File: src/rtl/uart_tx_arbiter.sv
// Round-robin, packet-granular arbiter sharing one uart_wrapper TX write port among NUM_REQ byte sources.
// Optional macro UART_ARB_PRIORITY_EN: requester 0 wins every arbitration it takes part in.
module uart_tx_arbiter #(
    parameter int NUM_REQ       = 4,
    parameter int DATA_BITS     = 8,
    parameter int MAX_BURST     = 16,
    parameter int STALL_TIMEOUT = 15
) (
    input  logic                           clk,
    input  logic                           reset,
    input  logic [NUM_REQ-1:0]             req_valid,
    input  logic [NUM_REQ*DATA_BITS-1:0]   req_data,
    input  logic [NUM_REQ-1:0]             req_last,
    output logic [NUM_REQ-1:0]             req_ready,
    input  logic                           tx_full,
    output logic                           wr_uart,
    output logic [DATA_BITS-1:0]           wr_data,
    output logic [$clog2(NUM_REQ)-1:0]     grant_id,
    output logic                           busy
);

    localparam int GW = $clog2(NUM_REQ);
    localparam int BW = $clog2(MAX_BURST + 1);
    localparam int SW = $clog2(STALL_TIMEOUT + 1);

    typedef enum logic {IDLE, BURST} state_t;

    state_t               state_q, state_d;
    logic [GW-1:0]        grant_q, grant_d;
    logic [GW-1:0]        last_q, last_d;
    logic [BW-1:0]        burst_q, burst_d;
    logic [SW-1:0]        stall_q, stall_d;
    logic [DATA_BITS-1:0] wr_data_q;

    logic [DATA_BITS-1:0] data_arr [NUM_REQ];
    logic [GW-1:0]        pick;
    logic                 owner_valid, owner_last, ready_ok, transfer;
    logic [DATA_BITS-1:0] owner_data;

    always_comb begin
        for (int i = 0; i < NUM_REQ; i++) begin
            data_arr[i] = req_data[i*DATA_BITS +: DATA_BITS];
        end
    end

    // Search starts just after the previous owner, wrapping modulo NUM_REQ.
    always_comb begin
        int  idx;
        logic found;
        pick  = '0;
        found = 1'b0;
        idx   = 0;
        for (int i = 1; i <= NUM_REQ; i++) begin
            idx = (int'(last_q) + i) % NUM_REQ;
            if (!found && req_valid[GW'(idx)]) begin
                found = 1'b1;
                pick  = GW'(idx);
            end
        end
`ifdef UART_ARB_PRIORITY_EN
        if (req_valid[0]) begin
            pick = '0;
        end
`endif
    end

    assign owner_valid = req_valid[grant_q];
    assign owner_last  = req_last[grant_q];
    assign owner_data  = data_arr[grant_q];
    // Reset gates the handshake so no byte slips out during the reset cycle.
    assign ready_ok    = (state_q == BURST) && !tx_full && !reset;
    assign transfer    = ready_ok && owner_valid;

    always_comb begin
        req_ready = '0;
        if (ready_ok) begin
            req_ready[grant_q] = 1'b1;
        end
    end

    assign wr_uart  = transfer;
    assign wr_data  = transfer ? owner_data : wr_data_q;
    assign grant_id = grant_q;
    assign busy     = (state_q == BURST);

    always_comb begin
        state_d = state_q;
        grant_d = grant_q;
        last_d  = last_q;
        burst_d = burst_q;
        stall_d = stall_q;
        case (state_q)
            IDLE: begin
                burst_d = '0;
                stall_d = '0;
                if (|req_valid) begin
                    grant_d = pick;
                    state_d = BURST;
                end
            end
            BURST: begin
                if (transfer) begin
                    stall_d = '0;
                    if (owner_last || burst_q == BW'(MAX_BURST - 1)) begin
                        state_d = IDLE;
                        last_d  = grant_q;
                        burst_d = '0;
                    end else begin
                        burst_d = burst_q + BW'(1);
                    end
                end else if (!owner_valid) begin
                    if (stall_q == SW'(STALL_TIMEOUT - 1)) begin
                        state_d = IDLE;
                        last_d  = grant_q;
                        burst_d = '0;
                        stall_d = '0;
                    end else begin
                        stall_d = stall_q + SW'(1);
                    end
                end
            end
            default: state_d = IDLE;
        endcase
    end

    always_ff @(posedge clk) begin
        if (reset) begin
            state_q   <= IDLE;
            grant_q   <= '0;
            last_q    <= GW'(NUM_REQ - 1);
            burst_q   <= '0;
            stall_q   <= '0;
            wr_data_q <= '0;
        end else begin
            state_q <= state_d;
            grant_q <= grant_d;
            last_q  <= last_d;
            burst_q <= burst_d;
            stall_q <= stall_d;
            if (transfer) begin
                wr_data_q <= owner_data;
            end
        end
    end

endmodule
File: config.mk
export PLATFORM = sky130hd
export DESIGN_NAME = uart_tx_arbiter
export DESIGN_NICKNAME = d
export VERILOG_FILES = /design/src/rtl/uart_tx_arbiter.sv
export SDC_FILE = /design/constraint.sdc
export NUM_CORES = 1
export LEC_CHECK = 0
export ABC_AREA = 1
export CAP_MARGIN = 5
export CORE_ASPECT_RATIO = 1.2
export CORE_MARGIN = 10
export CORE_UTILIZATION = 48
export CTS_CLUSTER_SIZE = 40
export DETAILED_ROUTE_END_ITERATION = 10
export PLACE_DENSITY = 0.88
export SLEW_MARGIN = 20
export SYNTH_ARGS = -nofsm -noshare
export SYNTH_HDL_FRONTEND = slang
export SYNTH_SLANG_ARGS = --single-unit
File: constraint.sdc
create_clock -name clk -period 3.9 [get_ports clk]
set_clock_uncertainty 0.05 [all_clocks]
set_input_delay 0.78 -clock clk [delete_from_list [all_inputs] [get_ports clk]]
set_output_delay 0.78 -clock clk [all_outputs]
set_load 0.05 [all_outputs]
==> metrics.txt <==
Cell Pwr Density approximately 300 nW/um2; Avg Synthesized Cell Area between 6 and 7 um2; DR vias/cell ~5.3; floorplan die width approximately 73 um; Antenna Nets Post-Route 0; HPWL reported at the end of detailed placement roughly 3900 um; pin count of the biggest net entering global routing 28; worst hold path type reg2reg; Slew @ Worst Pin 505 ps; Comb pwr share 0.363; ports placed on the boundary 59; power share of the sequential group 0.340; # resized after CTS 0; count of final setup violators 0; total DRC errors in the routed layout 0; dominant register cell in the synthesized netlist dfxtp_1; standby leakage power around 1.1 nW; number of register bits inferred by synthesis 22; post-synthesis instance area around 1600 um2; antenna violations before repair 0; headroom to the max-slew limit 0.663; hold violation total from the final report 0; initial cell density of the core 0.491; placed cell area around 2300 um2; Net Sw Frac 0.322; global placer's final weighted congestion just under 0.9; number of instances in the synthesized netlist ~250; clock network power share 0.297; RSZ-0062 raised after global routing false; Diodes inserted 0; post-synthesis sequential area ratio 0.273; max-slew violation total from the final report 0; CTS H-tree depth 1; Synthesis Warnings 0; number of enable flip-flop cells after synthesis 0; GR Util All Layers 0.160; cells taking the most area after synthesis dfxtp_1 (27%), nand2_1 (14%), nand3_1 (12%), inv_1 (6.1%), nand4_1 (5.0%); Port Buffer Count 58; latest clock arrival within the worst-skew pair 260 ps; share of the cycle needed by the critical path after routing 0.873; Pint around 480 uW; wire length of the first global-routing pass 8240 um; count of max-cap constraint violations 0; via count between 1,500 and 2,000; syn nets 298; Synth top area share 0.273; site row count 23; clk root buf clkbuf_8; global route overflow 0; critical path start-end classification in2out; area delta synth->final 47.0%; CP required just over 3000 ps; top fanout value on the critical path 15; Detailed Route Iter0 Violations about 100; Worst IR Drop VDD roughly 0.32 mV; category of the worst setup path capture point output port; total net switching power 227 uW; number of clock buffers inserted by TritonCTS 3; clock tree from TritonCTS done; CTS hold repair buffers 0; Die Footprint 6080 um2; average wire per cell in the routed design roughly 14 um; Cell variety after synth 32; Final Instance Area 2370 um2; Max Clk Rate 294 MHz; area of the core 3280 um2; Setup Fix Bufs, Post-CTS 0; maximum count of clock buffers along a single path 2; share of synthesized registers carrying an async set or reset 0; fraction of layout instances using a drive strength above 1 0.144; minimum clock period after layout around 3400 ps; router iterations before antenna repair 4; TNS Setup 0 ps; Layout Nets around 350; height of the chip 83.5 um; data arrival at the endpoint of the critical path 2570 ps; Yosys top cell by area dfxtp_1; via count of the first global-routing pass 1,736; critical path startpoint category input pin; status finished clean; total number of clock tree sinks 22; clock transition at the register clock pins on the worst setup and hold paths after CTS approximately 80 ps; total routed wirelength roughly 5000 um
[final timing paths]
| check | startpoint | endpoint | slack, ps | cells past startpoint |
|---|---|---|---|---|
| max reg2reg | grant_id[0]$_SDFFE_PP0P_ | last_q[1]$_SDFFE_PP1P_ | 1960 | 8 |
| min reg2reg | burst_q[4]$_SDFFE_PP0P_ | burst_q[4]$_SDFFE_PP0P_ | 450 | 2 |
| max | req_valid[3] | wr_data[6] | 500 | 11 |
| min | burst_q[4]$_SDFFE_PP0P_ | burst_q[4]$_SDFFE_PP0P_ | 450 | 2 |
[placed cells by master, fill, tap and decap left out]
| cell | synthesis | final |
|---|---|---|
| nand2_1 | 58 | 58 |
| clkdlybuf4s50_1 | 0 | 45 |
| nand3_1 | 39 | 39 |
| inv_1 | 26 | 26 |
| dfxtp_1 | 22 | 22 |
| nor2_1 | 21 | 21 |
| nand4_1 | 13 | 13 |
| buf_12 | 0 | 11 |
| o21ai_0 | 7 | 7 |
| a21oi_1 | 7 | 7 |
| o21ai_2 | 5 | 5 |
| or2_2 | 5 | 5 |
| buf_4 | 2 | 5 |
| nor2_2 | 4 | 4 |
| or2_1 | 4 | 4 |
| o21ai_1 | 4 | 4 |
| ha_1 | 4 | 4 |
| nand2_2 | 3 | 3 |
| xor2_1 | 3 | 3 |
| clkbuf_8 | 0 | 3 |
| nand2_4 | 2 | 2 |
| inv_2 | 2 | 2 |
| nor3_1 | 2 | 2 |
| nand3b_1 | 2 | 2 |
| nor3_4 | 1 | 1 |
| nor2_4 | 1 | 1 |
| a41oi_1 | 1 | 1 |
| and2_1 | 1 | 1 |
| nand3_2 | 1 | 1 |
| o21bai_1 | 1 | 1 |
| o21a_1 | 1 | 1 |
| bufinv_16 | 0 | 1 |
[routing by layer]
layer,vias to the layer above,wire length [um],track usage
li1,925,-,-
met1,864,2100,0.198
met2,36,2600,0.277
met3,4,183,0.0250
met4,0,39,0.0363
met5,-,0,0
[worst max-delay path: stages]
cell and delay [ps]:
clkdlybuf4s50_1 440, nand2_1 80, o21ai_0 70, nand2_1 130, nand2_4 90, nand2_4 160
inv_2 150, or2_2 300, o21ai_1 110, inv_1 100, buf_12 150
[cell type report]
| class | count | area (um2) |
|---|---|---|
| Timing Repair Buffer | 61 | 708 |
| Fill cell | 273 | 911 |
| Sequential cell | 22 | 440 |
| Clock buffer | 3 | 41.3 |
| Multi-Input combinational cell | 190 | 998 |
| Clock inverter | 1 | 30.0 |
| Inverter | 28 | 105 |
| Tap cell | 37 | 46.3 |
[state kept, by name (all words and copies together) (netlist names)]
name       count
burst_q        5
grant_id       2
busy           1
last_q         2
stall_q        4
wr_data_q      8
[Yosys cell counts (all sizes together) (2+ instances only)]
| master | number |
|---|---|
| inv | 28 |
| nor2 | 26 |
| a21oi | 7 |
| clkbuf | 5 |
| nor3 | 3 |
| dfxtp | 22 |
| xor2 | 3 |
| buf | 6 |
| nand3 | 40 |
| ha | 4 |
| or2 | 9 |
| nand3b | 2 |
| o21ai | 16 |
| nand2 | 63 |
| nand4 | 13 |
[logic make-up (layout without fill, tap and decap cells)]
kind of cell	Yosys count	count (layout)	synth area share
simple gates	157	157	0.474
buf+inv	39	93	0.107
compound gates	26	26	0.0978
flops	22	22	0.273
fa+ha+maj	4	4	0.0311
xor+xnor	3	3	0.0163
[stage by stage]
stage / hold WS (ps) / power [mW] / setup slack, ps / util / cells
3_5_place_dp: 441 / 0.503 / 503 / 0.701 / 338
4_1_cts: 452 / 0.711 / 500 / 0.722 / 342
2_1_floorplan: 399 / 0.394 / 738 / - / 251
3_3_place_gp: 417 / 0.499 / 528 / 0.701 / 338
6_report: 447 / 0.707 / 495 / 0.722 / 342
5_1_grt: 472 / 0.744 / 284 / 0.722 / 342
[power groups by stage]
stage	registers [mW]	logic, mW	clock network, mW
2_1_floorplan	0.254	0.140	0
3_3_place_gp	0.246	0.253	0
3_5_place_dp	0.246	0.257	0
4_1_cts	0.241	0.259	0.211
5_1_grt	0.243	0.279	0.223
6_report	0.241	0.257	0.210
No activity file was read; power rests on OpenSTA's default activity.
